===== config.mk =====
export PLATFORM = sky130hd
export DESIGN_NAME = dmem_cache
export DESIGN_NICKNAME = d
export VERILOG_FILES = /design/src/rtl/dmem_cache.sv
export SDC_FILE = /design/constraint.sdc
export NUM_CORES = 1
export LEC_CHECK = 0
export CAP_MARGIN = 20
export CELL_PAD_IN_SITES_DETAIL_PLACEMENT = 0
export CELL_PAD_IN_SITES_GLOBAL_PLACEMENT = 1
export CORE_MARGIN = 5
export CORE_UTILIZATION = 29
export DETAILED_ROUTE_END_ITERATION = 8
export HOLD_SLACK_MARGIN = 0.05
export PLACE_DENSITY = 0.51
export SKIP_LAST_GASP = 1
export SYNTH_ARGS = -nofsm -noshare
export SYNTH_HDL_FRONTEND = slang
export SYNTH_SLANG_ARGS = --single-unit

===== constraint.sdc =====
create_clock -name clk -period 14.2 [get_ports clk]
set_input_delay 4.26 -clock clk [delete_from_list [all_inputs] [get_ports clk]]
set_output_delay 4.26 -clock clk [all_outputs]
set_load 0.005 [all_outputs]

===== src/rtl/dmem_cache.sv =====
// Direct-mapped, one-word-per-line data cache in front of a processor data-memory port.
// Reads allocate on miss; writes go through to memory and update only lines that already hit.
module dmem_cache #(
  parameter int unsigned LINES = 8,
  parameter int unsigned AW    = 7
) (
  input  logic          clk,
  input  logic          rst,
  input  logic          CEN,
  input  logic          WEN,
  input  logic          OEN,
  input  logic [AW-1:0] A,
  input  logic [31:0]   D,
  output logic [31:0]   Q,
  output logic          stall,
  output logic          mem_read,
  output logic          mem_write,
  output logic [AW-1:0] mem_addr,
  output logic [31:0]   mem_wdata,
  input  logic [31:0]   mem_rdata,
  input  logic          mem_ready
);

  localparam int unsigned IW = $clog2(LINES);
  localparam int unsigned TW = AW - IW;

  typedef enum logic [1:0] {StIdle, StRfill, StWthru} state_e;

  state_e           state_q;
  logic [LINES-1:0] valid_q;
  logic [TW-1:0]    tag_q  [LINES];
  logic [31:0]      data_q [LINES];
  logic             sup_q;

  logic [IW-1:0] idx, fill_idx;
  logic [TW-1:0] tag, fill_tag;
  logic          req, hit, held, rd_hit, rd_miss, wr_acc;

  assign idx      = A[IW-1:0];
  assign tag      = A[AW-1:IW];
  assign fill_idx = mem_addr[IW-1:0];
  assign fill_tag = mem_addr[AW-1:IW];

  always_comb begin
    req     = !rst && !CEN && (state_q == StIdle);
    hit     = req && valid_q[idx] && (tag_q[idx] == tag);
    // Same write still presented after its write-through finished: swallow it.
    held    = sup_q && !WEN && (A == mem_addr);
    rd_hit  = req && WEN && hit;
    rd_miss = req && WEN && !hit;
    wr_acc  = req && !WEN && !held;
    stall   = !rst && ((state_q != StIdle) || rd_miss || wr_acc);
    Q       = (rd_hit && !OEN) ? data_q[idx] : 32'h0;
  end

  always_ff @(posedge clk or posedge rst) begin
    if (rst) begin
      state_q   <= StIdle;
      valid_q   <= '0;
      sup_q     <= 1'b0;
      mem_read  <= 1'b0;
      mem_write <= 1'b0;
      mem_addr  <= '0;
      mem_wdata <= '0;
    end else begin
      case (state_q)
        StIdle: begin
          sup_q <= !CEN && held;
          if (rd_miss) begin
            mem_addr <= A;
            mem_read <= 1'b1;
            state_q  <= StRfill;
          end else if (wr_acc) begin
            mem_addr  <= A;
            mem_wdata <= D;
            mem_write <= 1'b1;
            state_q   <= StWthru;
          end
        end
        StRfill: begin
          if (mem_ready) begin
            mem_read          <= 1'b0;
            valid_q[fill_idx] <= 1'b1;
            state_q           <= StIdle;
          end
        end
        StWthru: begin
          if (mem_ready) begin
            mem_write <= 1'b0;
            sup_q     <= 1'b1;
            state_q   <= StIdle;
          end
        end
        default: state_q <= StIdle;
      endcase
    end
  end

  // Tag and data arrays carry no reset; valid_q alone decides whether a line is usable.
  always_ff @(posedge clk) begin
    if (!rst && (state_q == StRfill) && mem_ready) begin
      data_q[fill_idx] <= mem_rdata;
      tag_q[fill_idx]  <= fill_tag;
    end else if (wr_acc && hit) begin
      data_q[idx] <= D;
    end
  end

endmodule


==> results of run 1 <==
## cell type report
class	count	area [um2]
tap	615	769
clock buffer	52	1120
sequential	340	9950
multi-input combinational	428	3990
timing repair buffer	166	1620
fill	4471	30300
inverter	9	33.8
clock inverter	19	156
## cell usage after synthesis, types with 2 or more instances
master and count:
a21oi_1 4, a221oi_1 7, a22o_1 2, a22oi_1 3, a31o_1 4, a31oi_1 2
and2_1 2, and3_1 13, and4_1 2, buf_1 3, buf_2 10, buf_6 4
clkbuf_1 26, dfrtp_1 52, edfxtp_1 288, ha_1 3, inv_1 9, mux2_1 6
mux2_2 5, mux2_4 26, mux2i_1 44, mux4_2 66, nand2_1 113, nand2b_1 4
nand4_1 4, nor2_1 44, nor2b_1 5, nor3_1 4, nor4_1 2, o211ai_1 2
o21ai_0 19, o21bai_1 7, o22ai_1 3, o311ai_0 7, o31ai_1 3, o32ai_1 2
or2_2 2, or3_1 2, xnor2_1 7
## final timing paths
kind	startpoint	end	depth (start not counted)
worst max-delay path	A[1]	Q[8]	9
worst max register to register	state_q[0]	data_q[2][24]	10
worst min register to register	valid_q[0]	valid_q[0]	2
min in group asynchronous	rst	valid_q[2]	3
worst min-delay path	valid_q[0]	valid_q[0]	2
max in group asynchronous	rst	mem_wdata[18]	3
## stage by stage
stage	area [um2]	hold slack (ns)	utilization (%)	cells	total power, mW
after global placement	16400	0.454	34.1	1558	1.69
final	17600	0.468	36.8	1629	2.64
after global routing	17600	0.497	36.8	1629	2.78
after detailed placement	16400	0.457	34.1	1558	1.69
after floorplan	14100	0.431	-	822	1.45
after CTS	17600	0.471	36.8	1629	2.70
## layout by cell type (no fill, tap or decap), drive strengths merged, types with 11 or more instances in the layout
cell type and instances:
buf 19, edfxtp 288, mux4 66, o21ai 19
mux2 37, clkdlybuf4s50 147, and3 13, nor2 44
clkbuf 52, inv 11, mux2i 44, dfrtp 52
nand2 113
## cells by family (layout without fill, tap and decap cells)
logic type	count (synthesis)	after routing	share of synthesized area, %
compound gates	70	70	3.52
xor+xnor	7	7	0.434
fa+ha+maj	3	3	0.266
buf+inv	54	246	1.84
flops	340	340	70.5
mux	147	147	17.3
simple gates	201	201	6.20
## power groups by stage
stage | registers [mW] | clock network [mW] | logic (mW)
floorplan | 1.26 | 0 | 0.197
global placement | 1.28 | 0 | 0.417
detailed placement | 1.28 | 0 | 0.414
CTS | 1.26 | 1.02 | 0.416
global route | 1.27 | 1.06 | 0.448
finish | 1.26 | 0.983 | 0.404
## layer usage
layer	track usage [%]	vias to the layer above	part of all wire, %
met3	2.38	43	3.9
met4	3.23	0	1.5
met5	0	-	0
met1	18.5	3990	46
li1	-	3537	-
met2	22.7	164	49
## tightest hold or removal path: cells and delay by family (launching register included)
kind | cells | cell delay [ns]
flops | 1 | 0.34
compound gates | 1 | 0.05
buf+inv | 1 | 0.04
## sequential cells by signal (all words and copies together) (netlist names)
| register | flops |
|---|---|
| sup_q | 1 |
| valid_q | 8 |
| mem_write | 1 |
| mem_read | 1 |
| mem_wdata | 32 |
| data_q | 256 |
| mem_addr | 7 |
| tag_q | 32 |
| state_q | 2 |
==> impl_metrics.toml, run 1 <==
[status]
outcome = "finished, final reports clean"

[pwr]
swShare_pct = 24.7
clkPwrFrac_pct = 37.2
p_int_mw = 1.99
p_per_area_nw_per_um2 = 150
peakVddDrop_mv = 0.0759
p_leak_nw = 6.08
p_switching_uw = 653
p_seq_share_pct = 47.6
comb_power_share_pct = 15.3

[logic_synthesis]
seq_area_frac_synth_pct = 70.5
async_reset_ff_share_pct = 15.3
yosys.area.top_type = "edfxtp_1"
syn_avg_cell_area_um2 = 17.2
synth_edf_count = 288
ys.flop_type = "edfxtp_1"
synth_warnings = 0
syn_inst = 822
ys_top_cells_by_area = "edfxtp_1 61%, mux4_2 11%, dfrtp_1 9.2%"
ys_types = 50
yosys_register_bits = 340
synth_nets = 902
syn_area_um2 = 14100
synth_top_area_share_pct = 61.2

[floorplan]
dieWidth_um = 231
die_area_um2 = 53200
ioPinCount = 151
die_h_um = 231
core_um2 = 47900
rows = 80
initial_core_util_pct = 29.5

[layout]
area_growth_pct = 24.9
fin_nets = 1065
drive_above_1_share_pct = 18.8
n_antenna_cell = 0

[timing]
fin_ws_ns = 2.11
fin_crit_ns = 12.09
max_freq_mhz = 82.7
tns_ns = 0
hold_viol_final = 0
final.setup_skew_ns = 0.0125
setup_violations = 0
fin_crit_sh_pct = 85.1
worst_slew_pin_slew_ns = 0.929
max_slew_margin_pct = 37.6
slew_viol_final = 0
rsz0062_at_grt = "false"

[clock_tree]
clk_pin_slew_ns = 0.06
clock_path_buffers = 3
cts-htree-levels = 2
cts.sinks = 340
post_cts_resize_count = 0
cts_buffers = 40
cts_tree = "yes"
root_buffer = "clkbuf_16"
clock_latency_ns = 0.53
cts_setup_buffers = 0
cts_hold_buf = 0

[global_routing]
first_global_vias = 8396
grt_pass1_wl_mm = 54.5
gr-total-overflow = 0
grt_max_degree = 56
grt_use_total_pct = 13.5
antenna_found_initial = 0

[run]
maxCapViolCount = 0

[route]
via_per_inst = 4.75
routedWlPerCell_um = 22.3
finalWirelength_mm = 36.3
drt_iter0_markers = 452
drc = 0
dr_total_vias = 7734
drtPass1Iterations = 4
ant_nets = 0

[place]
portBuffers = 150
gp_congestion = 0.727
place_ws_ns = 2.08
dp.final_hpwl_mm = 21.0

[critical_path]
crit_fanout = 41
path_cells = "buf_4 -> nor2b_1 -> a22oi_1 -> and4_1 -> nor2_1 -> nand4_1 -> buf_4 -> nor2_1 -> clkdlybuf4s50_1"
r2r_slack_ns = 9.77
slowest_delay_ns = 0.62
arrival_ns = 7.83
required_ns = 9.94
crit_family = "simple AND/OR/NAND/NOR gates"
start_kind = "input pin"
crit_buf_inv = 3
path_class = "in2out"
cpMaxStageDelayCell = "nand4_1"
endpoint_kind = "output port"

[min_path]
min_path_type = "reg2reg"
(Power assumes the default switching activity.)
==> run 2, diff against run 1 <==
--- a/config.mk
+++ b/config.mk
@@ -11,6 +11,7 @@
 export CORE_MARGIN = 5
 export CORE_UTILIZATION = 29
 export DETAILED_ROUTE_END_ITERATION = 8
+export GPL_TIMING_DRIVEN = 0
 export HOLD_SLACK_MARGIN = 0.05
 export PLACE_DENSITY = 0.51
 export SKIP_LAST_GASP = 1
==> impl_metrics.toml, run 2 (same netlist as run 1, synthesis figures left out) <==
[layout]
n_antenna_cell = 0
final_cell_mix = "288 x edfxtp_1, 148 x clkdlybuf4s50_1, 113 x nand2_1"
area_growth_pct = 26.7
largest_reg_flops = 256
drive_above_1_share_pct = 18.1
fin_nets = 1103
final_area_um2 = 17900
layout_commonest_cell = "edfxtp_1"
instances_no_fill = 1666
reg_top3 = "data_q x256, mem_wdata x32, tag_q x32"
fillers = 4447
final_util_pct = 37.3
top_register = "data_q"

[global_routing]
grt_use_total_pct = 14.4
gr-total-overflow = 0
grt_max_degree = 54
grt_pass1_wl_mm = 57.2
antenna_found_initial = 0
first_global_vias = 8489

[floorplan]
dieWidth_um = 231
initial_core_util_pct = 29.5
ioPinCount = 151
core_um2 = 47900
die_area_um2 = 53200
die_h_um = 231
rows = 80

[timing]
hold_viol_final = 0
fin_ws_ns = 1.76
fin_crit_ns = 12.44
setup_violations = 0
max_freq_mhz = 80.4
final.setup_skew_ns = 0.0162
worst_slew_pin_slew_ns = 1.14
slew_viol_final = 0
rsz0062_at_grt = "false"
max_slew_margin_pct = 24.1
tns_ns = 0
fin_crit_sh_pct = 87.6

[clock_tree]
cts-htree-levels = 2
post_cts_resize_count = 0
cts_hold_buf = 0
clk_pin_slew_ns = 0.05
cts_buffers = 40
clock_latency_ns = 0.55
cts_setup_buffers = 0
clock_path_buffers = 3
cts_tree = "yes"
root_buffer = "clkbuf_16"
cts.sinks = 340

[pwr]
p_per_area_nw_per_um2 = 148
p_leak_nw = 6.19
peakVddDrop_mv = 0.0660

[place]
placed_cells = 1596
gp_congestion = 0.750
place_ws_ns = 1.73
placed_area_um2 = 16700
portBuffers = 148
dp.final_hpwl_mm = 25.2

[route]
drt_iter0_markers = 394
dr_total_vias = 7944
ant_nets = 0
drc = 0
routedWlPerCell_um = 23.2
drtPass1Iterations = 4
via_per_inst = 4.77
finalWirelength_mm = 38.6

[critical_path]
endpoint_kind = "output port"
reg2reg_depth = 10
required_ns = 9.94
path_class = "in2out"
start_kind = "input pin"
arrival_ns = 8.18
crit_fanout = 10

[min_path]
min_path_type = "reg2reg"
holdPathStages = 2

[run]
maxCapViolCount = 0

[status]
outcome = "finished, final reports clean"
[run 2: worst paths after layout]
kind	start	to	slack, ns
setup / recovery	A[2]	Q[29]	1.76
hold / removal	mem_wdata[28]	mem_wdata[28]	0.47
setup reg to reg	state_q[1]	data_q[7][14]	10.08
hold reg to reg	mem_wdata[28]	mem_wdata[28]	0.47
max in group asynchronous	rst	mem_wdata[16]	9.45
min in group asynchronous	rst	mem_wdata[0]	4.20
[run 2: critical path, stage by stage]
cell             delay [ns]
clkdlybuf4s50_1        0.60
buf_2                  0.41
and2_1                 0.24
nand2_1                0.11
and4_1                 0.22
nor2_1                 0.38
nand4_1                0.52
clkbuf_1               0.43
nor2_1                 0.41
clkdlybuf4s50_1        0.58
[run 2: cell type report]
type / instances / area [um2] / share of cell area, %
multi-input cells: 428 / 3980 / 22.2
flip-flops and latches: 340 / 9950 / 55.6
clock inverters: 20 / 165 / 0.923
inverters: 9 / 36.3 / 0.203
repair buffers: 159 / 1710 / 9.57
well taps: 615 / 769 / 4.30
plain buffers: 45 / 226 / 1.27
clock buffers: 50 / 1060 / 5.92
[run 2: power breakdown]
group	internal, mW	total (mW)	switching, mW
Sequential	1.19	1.25	0.0655
Clock	0.580	0.976	0.397
Combinational	0.223	0.425	0.203
Total	1.99	2.65	0.665
[run 2: per-layer routing]
layer,wire length (um),up-vias,global-route usage (%)
met5,0,-,0
met4,505,0,2.77
met3,1830,41,3.39
met2,18200,186,23.0
met1,18100,4101,20.4
li1,-,3616,-
[run 2: metrics by stage]
step | power (mW) | hold slack (ns)
floorplan | 1.45 | 0.431
global placement | 1.69 | 0.456
detailed placement | 1.70 | 0.458
CTS | 2.69 | 0.474
global route | 2.78 | 0.500
finish | 2.65 | 0.469
